File: config.mk
export PLATFORM = sky130hd
export DESIGN_NAME = keypad_pmod_scanner
export DESIGN_NICKNAME = d
export VERILOG_FILES = /design/src/rtl/keypad_pmod_scanner.sv
export SDC_FILE = /design/constraint.sdc
export NUM_CORES = 1
export LEC_CHECK = 0
export ABC_AREA = 1
export CAP_MARGIN = 40
export CELL_PAD_IN_SITES_DETAIL_PLACEMENT = 1
export CELL_PAD_IN_SITES_GLOBAL_PLACEMENT = 2
export CORE_ASPECT_RATIO = 1.4
export CORE_UTILIZATION = 35
export CTS_BUF_LIST = sky130_fd_sc_hd__clkbuf_4
export CTS_CLUSTER_DIAMETER = 60
export DETAILED_ROUTE_END_ITERATION = 12
export PLACE_DENSITY_LB_ADDON = 0.25
export REMOVE_ABC_BUFFERS = 1
export SLEW_MARGIN = 20
export SYNTH_ARGS = -nofsm -noshare
export SYNTH_HDL_FRONTEND = slang
export SYNTH_SLANG_ARGS = --single-unit
File: constraint.sdc
create_clock -name clk -period 11.65 [get_ports clk]
set_input_delay 2.33 -clock clk [delete_from_list [all_inputs] [get_ports clk]]
set_output_delay 2.33 -clock clk [all_outputs]
set_load 0.01 [all_outputs]
File: src/rtl/keypad_pmod_scanner.sv
// 4x4 matrix keypad scanner: walks one active-low column at a time, samples the rows,
// and debounces whole scan frames into a single hex key code with press/release events.
module keypad_pmod_scanner #(
    parameter int CLK_PER        = 10,
    parameter int SCAN_RATE      = 1000,
    parameter int DEBOUNCE_SCANS = 4
) (
    input  logic       clk,
    input  logic       reset,
    input  logic [3:0] row,
    output logic [3:0] col,
    output logic [3:0] key_code,
    output logic       key_valid,
    output logic       key_down,
    output logic       key_release
);

    localparam int DWELL = 1_000_000_000 / (CLK_PER * SCAN_RATE);
    localparam int DW    = (DWELL > 1) ? $clog2(DWELL) : 1;
    localparam logic [DW-1:0] DWELL_LAST = DW'(DWELL - 1);
    localparam logic [3:0]    DEB        = 4'(DEBOUNCE_SCANS);

    typedef enum logic [1:0] {
        RELEASED   = 2'd0,
        PRESS_PEND = 2'd1,
        HELD       = 2'd2
    } state_t;

    logic [3:0]    row_meta_r;
    logic [3:0]    row_sync_r;
    logic [DW-1:0] dwell_r;
    logic [1:0]    col_idx_r;
    logic [11:0]   acc_r;
    state_t        state_r;
    logic [3:0]    latched_r;
    logic [3:0]    deb_cnt_r;

    logic          tick_s;
    logic          frame_end_s;
    logic [1:0]    col_idx_next_s;
    logic [15:0]   hits_s;
    logic [4:0]    hit_cnt_s;
    logic [3:0]    cand_code_s;
    logic          cand_key_s;
    logic [3:0]    deb_inc_s;

    // Matrix position {col, row} to hex legend printed on the keypad
    function automatic logic [3:0] key_map(input logic [3:0] idx);
        logic [3:0] code;
        case (idx)
            4'd0:    code = 4'h1;
            4'd1:    code = 4'h4;
            4'd2:    code = 4'h7;
            4'd3:    code = 4'h0;
            4'd4:    code = 4'h2;
            4'd5:    code = 4'h5;
            4'd6:    code = 4'h8;
            4'd7:    code = 4'hF;
            4'd8:    code = 4'h3;
            4'd9:    code = 4'h6;
            4'd10:   code = 4'h9;
            4'd11:   code = 4'hE;
            4'd12:   code = 4'hA;
            4'd13:   code = 4'hB;
            4'd14:   code = 4'hC;
            4'd15:   code = 4'hD;
            default: code = 4'h0;
        endcase
        return code;
    endfunction

    // Frame evaluation: column 3 is taken live so the decision lands on its capture cycle
    always_comb begin
        tick_s         = (dwell_r == DWELL_LAST);
        frame_end_s    = tick_s && (col_idx_r == 2'd3);
        col_idx_next_s = col_idx_r + 2'd1;
        hits_s         = {~row_sync_r, acc_r};
        hit_cnt_s      = 5'd0;
        cand_code_s    = 4'h0;
        for (int i = 0; i < 16; i++) begin
            if (hits_s[i]) begin
                hit_cnt_s   = hit_cnt_s + 5'd1;
                cand_code_s = key_map(4'(i));
            end else begin
                hit_cnt_s   = hit_cnt_s;
            end
        end
        cand_key_s = (hit_cnt_s == 5'd1);
        deb_inc_s  = deb_cnt_r + 4'd1;
    end

    // Row synchronizer, free-running dwell/column scan and per-frame row capture
    always_ff @(posedge clk or posedge reset) begin
        if (reset) begin
            row_meta_r <= 4'b1111;
            row_sync_r <= 4'b1111;
            dwell_r    <= '0;
            col_idx_r  <= 2'd0;
            col        <= 4'b1110;
            acc_r      <= 12'd0;
        end else begin
            row_meta_r <= row;
            row_sync_r <= row_meta_r;
            if (tick_s) begin
                dwell_r   <= '0;
                col_idx_r <= col_idx_next_s;
                col       <= ~(4'b0001 << col_idx_next_s);
                case (col_idx_r)
                    2'd0:    acc_r[3:0]  <= ~row_sync_r;
                    2'd1:    acc_r[7:4]  <= ~row_sync_r;
                    2'd2:    acc_r[11:8] <= ~row_sync_r;
                    default: acc_r       <= acc_r;
                endcase
            end else begin
                dwell_r <= dwell_r + 1'b1;
            end
        end
    end

    // Debounce FSM, stepped once per frame; all key outputs registered here
    always_ff @(posedge clk or posedge reset) begin
        if (reset) begin
            state_r     <= RELEASED;
            latched_r   <= 4'h0;
            deb_cnt_r   <= 4'd0;
            key_code    <= 4'h0;
            key_valid   <= 1'b0;
            key_down    <= 1'b0;
            key_release <= 1'b0;
        end else begin
            key_valid   <= 1'b0;
            key_release <= 1'b0;
            if (frame_end_s) begin
                case (state_r)
                    RELEASED: begin
                        if (cand_key_s) begin
                            latched_r <= cand_code_s;
                            if (DEB <= 4'd1) begin
                                state_r   <= HELD;
                                deb_cnt_r <= 4'd0;
                                key_code  <= cand_code_s;
                                key_valid <= 1'b1;
                                key_down  <= 1'b1;
                            end else begin
                                state_r   <= PRESS_PEND;
                                deb_cnt_r <= 4'd1;
                            end
                        end else begin
                            deb_cnt_r <= 4'd0;
                        end
                    end
                    PRESS_PEND: begin
                        if (cand_key_s && (cand_code_s == latched_r)) begin
                            if (deb_inc_s >= DEB) begin
                                state_r   <= HELD;
                                deb_cnt_r <= 4'd0;
                                key_code  <= latched_r;
                                key_valid <= 1'b1;
                                key_down  <= 1'b1;
                            end else begin
                                deb_cnt_r <= deb_inc_s;
                            end
                        end else if (cand_key_s) begin
                            latched_r <= cand_code_s;
                            deb_cnt_r <= 4'd1;
                        end else begin
                            state_r   <= RELEASED;
                            deb_cnt_r <= 4'd0;
                        end
                    end
                    HELD: begin
                        if (cand_key_s && (cand_code_s == key_code)) begin
                            deb_cnt_r <= 4'd0;
                        end else if (deb_inc_s >= DEB) begin
                            state_r     <= RELEASED;
                            deb_cnt_r   <= 4'd0;
                            key_down    <= 1'b0;
                            key_release <= 1'b1;
                        end else begin
                            deb_cnt_r <= deb_inc_s;
                        end
                    end
                    default: begin
                        state_r   <= RELEASED;
                        deb_cnt_r <= 4'd0;
                        key_down  <= 1'b0;
                    end
                endcase
            end else begin
                state_r <= state_r;
            end
        end
    end

endmodule

# After elaboration in Yosys (flattened, before gate mapping)
# Cells that the tools add are included.
# op_classes
n_eq_ne,17
n_addsub,18
magnitude_cmp,1
muxes,60
n_bitwise,3
shifts,1
n_reduce_logical,13
# op_table
op,count
4-bit 2-to-1 mux,20
"5-bit by 1-bit adder with 5-bit output, second input constant",15
5-bit 2-to-1 mux,15
"17-bit by 1-bit adder with 17-bit output, second input constant",1
"17-bit == test, second input constant",1
17-bit 2-to-1 mux,1
1-bit 2-to-1 mux,14
2-bit 2-to-1 mux,6
"2-bit inequality test, second input constant",6
4-bit one-hot mux with 3 select lines,1
6-bit AND reduction,2
4-bit == test,2
4-bit inverter,2
4-bit one-hot mux with 2 select lines,1
"2-bit == test, second input constant",3
"3-bit inequality test, second input constant",2
2-bit one-hot mux with 3 select lines,1
2-bit AND reduction,3
"5-bit by 1-bit == test with 1-bit output, second input constant",1
"4-bit by 1-bit adder with 4-bit output, second input constant",1
"2-bit by 1-bit == test with 1-bit output, second input constant",2
"4-bit by 3-bit >= comparator with 1-bit output, second input constant",1
2-bit zero test,2
4-bit AND reduction,1
7 further kinds,9
# totals
ff_bits,60
inputBits,6
word_cells,128
output_inout_bits,11

# Longest topological paths before layout
# Gate-level depths: netlist (run 1).
# depth
depth_word,36
mapped_depth,57
depth_no_buf,57

# Least setup slack after synthesis (run 1)
# OpenSTA, ideal clock, no wires.
# synth_path
path_kind,reg2reg
startpoint,register acc_r[0]
endpoint,register key_code[1]
arrival_ns,7.982
n_path_buf,1
setup_time_ns,0.118
required_ns,11.532
path_stages_with_launch,56
synth_period_minus_slack_ns,8.100
setup_slack_ns,3.550
cell_sequence,dfrtp_1 -> inv_1 -> ha_1 -> inv_1 -> nand2_4 -> nand2_1 -> inv_1 -> ha_1 -> nand2_1 -> nand2_1 -> ha_1 -> or2_1 -> nand2_1 -> inv_1 -> ha_1 -> nand2_1 -> nand2_1 -> ha_1 -> (+20 left out) -> inv_1 -> ha_1 -> o21ai_2 -> inv_2 -> ha_1 -> or2_2 -> a21boi_0 -> ha_1 -> nand2_1 -> nand2_1 -> nor2_4 -> nand3_4 -> nor2_8 -> nand3_2 -> or2_1 -> buf_6 -> nand2_1 -> o21ai_2
# synth_between
elab_chain_len,34
elab_cells_between_ends,51
cone_classes,add/sub (15); eq/ne (2); mux (32); reduce/logical (2)
# synth_lines
item,line,rtl
"start, declared",33,logic [11:0] acc_r;
"start signal, assigned",109,2'd0: acc_r[3:0] <= ~row_sync_r;
"start signal, assigned",112,default: acc_r <= acc_r;
1-bit 2-to-1 mux,81,if (hits_s[i]) begin
5-bit by 1-bit adder with 5-bit output,82,hit_cnt_s = hit_cnt_s + 5'd1;
5-bit 2-to-1 mux,81,
5-bit by 1-bit adder with 5-bit output,82,
5-bit 2-to-1 mux,81,
5-bit by 1-bit adder with 5-bit output,82,
5-bit 2-to-1 mux,81,
5-bit by 1-bit adder with 5-bit output,82,
(+18 left out),n/a,
5-bit 2-to-1 mux,81,
5-bit by 1-bit adder with 5-bit output,82,
5-bit 2-to-1 mux,81,
5-bit by 1-bit adder with 5-bit output,82,
5-bit 2-to-1 mux,81,
5-bit by 1-bit == test with 1-bit output,88,cand_key_s = (hit_cnt_s == 5'd1);
1-bit logical AND (*),153,if (cand_key_s && (cand_code_s == latched_r)) begin
4-bit AND reduction (no line) (*),n/a,
"end signal, assigned",141,key_code <= cand_code_s;
"end signal, assigned",157,key_code <= latched_r;
"end, declared",12,"output logic [3:0] key_code,"
# Every way passes the cells marked *; elsewhere a longest branch is shown, timed or not.
# A chain may end at the register's enable or synchronous reset.

# Worst setup path after layout (run 1)
# layout_path
startpoint,register acc_r[1]
endpoint,register key_code[0]
# layout_between
elab_chain_len,32
elab_cells_between_ends,48
cone_classes,add/sub (14); eq/ne (2); mux (30); reduce/logical (2)
# layout_lines
item,line
5-bit 2-to-1 mux,81
5-bit by 1-bit adder with 5-bit output,82
5-bit 2-to-1 mux,81
5-bit by 1-bit adder with 5-bit output,82
5-bit 2-to-1 mux,81
5-bit by 1-bit adder with 5-bit output,82
5-bit 2-to-1 mux,81
5-bit by 1-bit adder with 5-bit output,82
(+16 left out),n/a
5-bit 2-to-1 mux,81
5-bit by 1-bit adder with 5-bit output,82
5-bit 2-to-1 mux,81
5-bit by 1-bit adder with 5-bit output,82
5-bit 2-to-1 mux,81
5-bit by 1-bit == test with 1-bit output,88
1-bit logical AND (*),153
4-bit AND reduction (no line) (*),n/a
# Marked as above.

==> out/qor.csv, run 1 <==
stage,metric,value,unit
run_status,status,finished clean,
setup_path,Worst setup startpoint,acc_r[1],
setup_path,Reg-to-Reg End,key_code[0],
job,Max-Cap Viols,0,
power_and_ir_drop,Total Power,390,uW
clock_network,post_cts resized,0,
setup_path,critical path endpoint category,flip-flop,
global_routing,number of antenna violations at the first check in global routing,0,
sta,hold_ws,357,ps
routing,wire length per cell,12.2,um
floorplanning,row count,49,
routing,vias post-DR,4199,
power_and_ir_drop,Pleak,2.93,nW
sta,crit path time final,8810,ps
clock_network,later-pin clock latency in the skew report,420,ps
floorplanning,Die Y,139,um
routing,drt via density,4.71,
clock_network,Clock Sinks,60,
sta,relative slew slack,50.0,%
setup_path,reg2reg setup slack,2840,ps
floorplanning,die area,14000,um^2
placement,IO buf count,16,
sta,clk_skew,16.9,ps
clock_network,Max Root-Sink Buffers,2,
global_routing,global-route wire length before repair,19700,um
floorplanning,Top Ports,17,
placement,post-detail-place hpwl,9020,um
setup_path,"Largest stage delay, worst path",400,ps
global_routing,gr ovfl total,0,
sta,"Slew Viols, Final",0,
setup_path,crit path buf inv count,6,
clock_network,Inserted Clock Buffers,9,
setup_path,R2R depth,54,
clock_network,Worst-path clk slew,120,ps
placement,placed cell area,5080,um^2
routing,DR pass1 iterations,4,
finish,nets@finish,737,
finish,fill cell count,1725,
synth,Post-Synthesis Cells,686,
sta,Fin. Hold Viols,0,
power_and_ir_drop,Worst VDD drop,0.101,mV
synth,YS warnings,0,
clock_network,Root Driver,clkbuf_4,
floorplanning,Initial Utilization,36.3,%
placement,routability cong.,0.787,
finish,most frequent cells in the layout,"nand2_1, inv_1, nor2_1",
setup_path,Setup crit end,key_code[0],
global_routing,largest net degree at the start of global routing,61,
power_and_ir_drop,Power Dens Cells,74.6,nW/um^2
sta,Worst Tran Pin Value,750,ps
synth,"Cell Area, Synth",4720,um^2
clock_network,"Setup Fix Bufs, Post-CTS",0,
clock_network,Hold Buf Count CTS,0,
min_path,Worst Hold Class,reg2reg,
setup_path,Worst R2R Start,acc_r[1],
synth,synth unique cells,41,
setup_path,"Req. time, crit path",11950,ps
sta,Max Clk Rate,0.114,GHz
clock_network,CTS tree,done,
setup_path,slowest CP cell,dfrtp_1,
sta,RSZ-0062 raised after global routing,no,
finish,layout cells sized above 1,16.0,%
routing,ANT nets after route,0,
sta,Final period util,75.6,%
routing,Total Wirelength,10900,um
routing,# DRC,0,
finish,final non-filler cell area,5220,um^2
sta,Final setup violation count,0,
synth,Yosys reg bits,60,
synth,register area share after synthesis,32.1,%
floorplanning,Die Width,100,um
setup_path,WS Path Type,reg2reg,
clock_network,H-tree depth,3,
setup_path,type of origin of the critical path,flip-flop,
setup_path,CP max FO,8,
routing,first-iteration detailed-routing DRC count,85,
finish,area grow syn2layout,10.6,%
setup_path,family with the most delay on the worst path,adder cells,
floorplanning,Core ar.,13000,um^2
setup_path,Levels on crit path,54,
global_routing,number of global-route vias before repair,4411,
synth,"Avg Cell Area, Syn",6.88,um^2
global_routing,GRT Util Overall,17.3,%
setup_path,worst path arrival time,9110,ps
sta,setup_tns,0,ps
setup_path,"most used cell, CP",nand2_1,
finish,fin util,40.2,%
finish,antenna cells,0,
finish,"commonest non-fill, non-tap cell in the layout",nand2_1,
==> synth_stat cells, drive strengths merged <==
library cell	instances	share of area, %
a21boi	3	0.48
a21oi	16	1.7
a2bb2oi	1	0.19
a31oi	2	0.26
and3	1	0.13
buf	3	0.45
clkbuf	2	0.19
clkinv	1	0.19
dfrtp	49	26
dfstp	11	6.1
ha	22	5.8
inv	132	10
nand2	242	22
nand3	60	9.4
nand3b	7	1.4
nand4	9	1.2
nor2	53	4.7
nor3	8	0.85
nor3b	1	0.26
nor4	4	0.53
o2111ai	1	0.19
o211ai	1	0.16
o21ai	36	4.1
o21bai	1	0.16
o22ai	1	0.13
or2	6	0.79
xnor2	1	0.19
xor2	12	2.2
==> where the power goes <==
part           internal (mW)  total, mW  switching, mW  leakage [nW]
Sequential             0.211      0.213        0.00222         0.785
Combinational        0.00904     0.0253         0.0163          2.08
Clock                 0.0673      0.151         0.0839        0.0663
==> flip-flops by register name, summed over array words and instances, names as in the netlist <==
name and cells:
col 4, acc_r 12, state_r 2, key_down 1
col_idx_r 2, key_release 1, key_code 4, row_sync_r 4
dwell_r 17, deb_cnt_r 4, key_valid 1, latched_r 4
row_meta_r 4
==> cell families (layout without fill, tap and decap cells) <==
family                   count (synthesis)  after routing  synth area share [%]
AO/OA/AOI/OAI                           62             62                  7.39
flip-flops                              60             60                  32.1
adder cells (fa/ha/maj)                 22             22                  5.83
buffers and inverters                  138            166                  11.3
AND/OR/NAND/NOR                        391            391                  40.9
XOR/XNOR                                13             13                  2.41
==> how the worst min path moves through the flow <==
stage | startpoint | end | slack, ps | depth (start not counted)
final | row_meta_r[3] | row_sync_r[3] | 360 | 0
after global routing | row_meta_r[2] | row_sync_r[2] | 360 | 0
after CTS | row_meta_r[2] | row_sync_r[2] | 360 | 0
after detailed placement | row_meta_r[2] | row_sync_r[2] | 350 | 0
after global placement | row_meta_r[0] | row_sync_r[0] | 350 | 0
after floorplan | row_meta_r[0] | row_sync_r[0] | 350 | 0
==> per-stage QoR <==
step           setup slack [ps]  cells
2_1_floorplan              3530    681
3_3_place_gp               3170    876
3_5_place_dp               2810    876
4_1_cts                    2750    892
5_1_grt                    2080    892
6_report                   2840    892
==> routing by layer <==
metal	wire length (um)	GRT usage (%)	up-vias
met4	116	4.58	0
met2	5950	33.0	26
met3	151	2.31	12
met5	0	0	-
li1	-	-	2170
met1	4700	19.7	1991
==> final cells by class <==
class	instances	area [um^2]	share of cell area (%)
multi-input combinational	488	2670	51.2
timing repair buffer	17	168	3.21
sequential	60	1520	29.0
tap	178	223	4.27
inverter	133	504	9.66
clock inverter	6	65.1	1.25
clock buffer	10	75.1	1.44
Power figures use the tool's default switching activity.
==> run 2: changes to the inputs <==
- clock period: 11.65 -> 8.8 ns (I/O delays scaled with it)
==> run 2 against run 1 <==
Net effect: worst setup slack worse by 2400 ps; power is 32% higher; sequential power is 32% higher; clock skew is 3.2 ps higher; first-iteration DRC count is 12% lower; cell area is 4.3% higher; combinational power is 47% higher; critical endpoint unchanged; largest cell class unchanged; highest routed layer unchanged.
==> out/qor.csv, run 2 (synthesized netlist as in run 1, its figures left out) <==
stage,metric,value,unit,change
power_and_ir_drop,Pleak,2.99,nW,was 2.93 nW
clock_network,Root Driver,clkbuf_4,,unchanged
finish,"commonest non-fill, non-tap cell in the layout",nand2_1,,unchanged
power_and_ir_drop,net switching power,133,uW,was 102 uW
global_routing,number of antenna violations at the first check in global routing,0,,unchanged
sta,Max Clk Rate,0.119,GHz,was 0.114 GHz
setup_path,"Req. time, crit path",9100,ps,"was 11,950 ps"
routing,# DRC,0,,unchanged
sta,setup_tns,0,ps,unchanged
power_and_ir_drop,sw frac,25.8,%,was 26.3%
floorplanning,Die Width,100,um,unchanged
clock_network,Max Root-Sink Buffers,2,,unchanged
setup_path,CP max FO,8,,unchanged
power_and_ir_drop,Internal,383,uW,was 287 uW
power_and_ir_drop,Clk pwr share,38.1,%,was 38.8%
finish,Non-Filler Instances,903,,was 892
placement,DP Cell Count,876,,unchanged
routing,Total Wirelength,11400,um,"was 10,900 um"
routing,vias post-DR,4269,,"was 4,199"
global_routing,met3 Usage GRT,2.41,%,was 2.31%
placement,routability cong.,0.787,,unchanged
power_and_ir_drop,combinational share of power,7.2,%,was 6.5%
sta,crit path time final,8390,ps,was 8810 ps
floorplanning,row count,49,,unchanged
finish,Top reg by flops,dwell_r,,unchanged
setup_path,type of origin of the critical path,flip-flop,,unchanged
power_and_ir_drop,Seq pwr share,54.7,%,about the same
finish,layout cells sized above 1,20.6,%,was 16.0%
finish,area grow syn2layout,15.4,%,was 10.6%
setup_path,reg2reg setup slack,410,ps,was 2840 ps
sta,relative slew slack,70.1,%,was 50.0%
setup_path,critical path endpoint category,flip-flop,,unchanged
global_routing,GRT Util Overall,17.6,%,was 17.3%
clock_network,later-pin clock latency in the skew report,420,ps,about the same
clock_network,Worst-path clk slew,110,ps,was 120 ps
floorplanning,die area,14000,um^2,unchanged
setup_path,WS Path Type,reg2reg,,unchanged
routing,drt via density,4.73,,was 4.71
finish,antenna cells,0,,unchanged
placement,IO buf count,16,,unchanged
global_routing,met2 usage,33.3,%,was 33.0%
finish,most frequent cells in the layout,"nand2_1, inv_1, nor2_1",,unchanged
clock_network,CTS tree,done,,unchanged
sta,hold_ws,353,ps,was 357 ps
setup_path,worst path arrival time,8680,ps,was 9110 ps
sta,Fin. Hold Viols,0,,unchanged
sta,Final setup violation count,0,,unchanged
clock_network,Clock Sinks,60,,unchanged
min_path,Worst Hold Class,reg2reg,,unchanged
min_path,WHS Path Cells,0,,unchanged
clock_network,H-tree depth,3,,unchanged
finish,fill cell count,1709,,"was 1,725"
setup_path,Setup crit end,key_code[0],,unchanged
global_routing,GR peak layer,met2,,unchanged
sta,Final period util,95.3,%,was 75.6%
run_status,status,finished clean,,unchanged
power_and_ir_drop,Total Power,516,uW,was 390 uW
global_routing,global-route wire length before repair,20000,um,"was 19,700 um"
finish,top flop regs,"dwell_r x17, acc_r x12",,unchanged
setup_path,Worst R2R Start,acc_r[0],,was acc_r[1]
setup_path,"Largest stage delay, worst path",420,ps,was 400 ps
routing,wire length per cell,12.6,um,was 12.2 um
power_and_ir_drop,Power Dens Cells,94.8,nW/um^2,was 74.6 nW/um^2
routing,DR pass1 iterations,4,,unchanged
global_routing,gr ovfl total,0,,unchanged
placement,post-detail-place hpwl,9080,um,was 9020 um
floorplanning,Top Ports,17,,unchanged
routing,first-iteration detailed-routing DRC count,75,,was 85
sta,Worst Tran Pin Value,448,ps,was 750 ps
setup_path,slowest CP cell,dfrtp_1,,unchanged
finish,fin util,41.9,%,was 40.2%
finish,max FFs per register,17,,unchanged
floorplanning,Die Y,139,um,unchanged
power_and_ir_drop,Worst VDD drop,0.158,mV,was 0.101 mV
floorplanning,Core ar.,13000,um^2,unchanged
setup_path,"most used cell, CP",nand2_2,,was nand2_1
sta,clk_skew,20.0,ps,was 16.9 ps
setup_path,Worst setup startpoint,acc_r[0],,was acc_r[1]
global_routing,largest net degree at the start of global routing,61,,unchanged
clock_network,Inserted Clock Buffers,9,,unchanged
setup_path,R2R depth,54,,unchanged
global_routing,number of global-route vias before repair,4450,,"was 4,411"
global_routing,met1 Track Usage GR,20.3,%,was 19.7%
job,Max-Cap Viols,0,,unchanged
finish,nets@finish,748,,was 737
floorplanning,Initial Utilization,36.3,%,unchanged
sta,"Slew Viols, Final",0,,unchanged
routing,ANT nets after route,0,,unchanged
setup_path,Reg-to-Reg End,key_code[0],,unchanged
[run 2: power groups by stage]
stage	clock network [mW]	logic, mW	registers (mW)
floorplan	0	0.0259	0.286
global placement	0	0.0330	0.287
detailed placement	0	0.0345	0.287
CTS	0.204	0.0348	0.282
global route	0.216	0.0420	0.283
finish	0.197	0.0372	0.282
[run 2: metrics by stage]
step,instance area [um^2],setup WS (ps)
after global placement,5080,323
after detailed placement,5080,-25.1
after floorplan,4690,681
after CTS,5230,30.7
final,5450,413
after global routing,5450,-72.8
[run 2: timing repair]
item                                    in CTS  in global routing
endpoints found under the hold margin        0                  0
hold buffers                                 0                  0
cloned                                       0                  0
resized for setup                            3                 24
endpoints found under the setup margin       7                 15
setup buffers                                0                 10
pin swaps                                    0                  9
[run 2: metal layers]
metal	up-vias	wire (um)
met3	9	160
li1	2199	-
met5	-	0
met1	2037	4780
met4	0	129
met2	24	6340
[run 2: worst max-delay path: cells and delay by family, from the launching register on]
family                     cells  cell delay (ps)
and+or+nand+nor               31             3420
adders and majority gates     14             3590
buffers and inverters          6              450
DFF                            1              420
AOI/OAI and AO/OA              3              400
[run 2: layout make-up]
cell class / count / area (um^2) / area share (%)
Inverter: 133 / 504 / 9.26
Timing Repair Buffer: 28 / 270 / 4.96
Clock buffer: 10 / 75.1 / 1.38
Clock inverter: 6 / 65.1 / 1.19
Tap cell: 178 / 223 / 4.09
Multi-Input combinational cell: 488 / 2800 / 51.3
Sequential cell: 60 / 1520 / 27.8
[run 2: how the worst min path moves through the flow]
stage | start | end | slack (ps)
2_1_floorplan | row_meta_r[0] | row_sync_r[0] | 350
3_3_place_gp | row_meta_r[0] | row_sync_r[0] | 350
3_5_place_dp | row_meta_r[2] | row_sync_r[2] | 350
4_1_cts | row_meta_r[2] | row_sync_r[2] | 360
5_1_grt | row_meta_r[2] | row_sync_r[2] | 360
6_report | row_meta_r[3] | row_sync_r[3] | 350
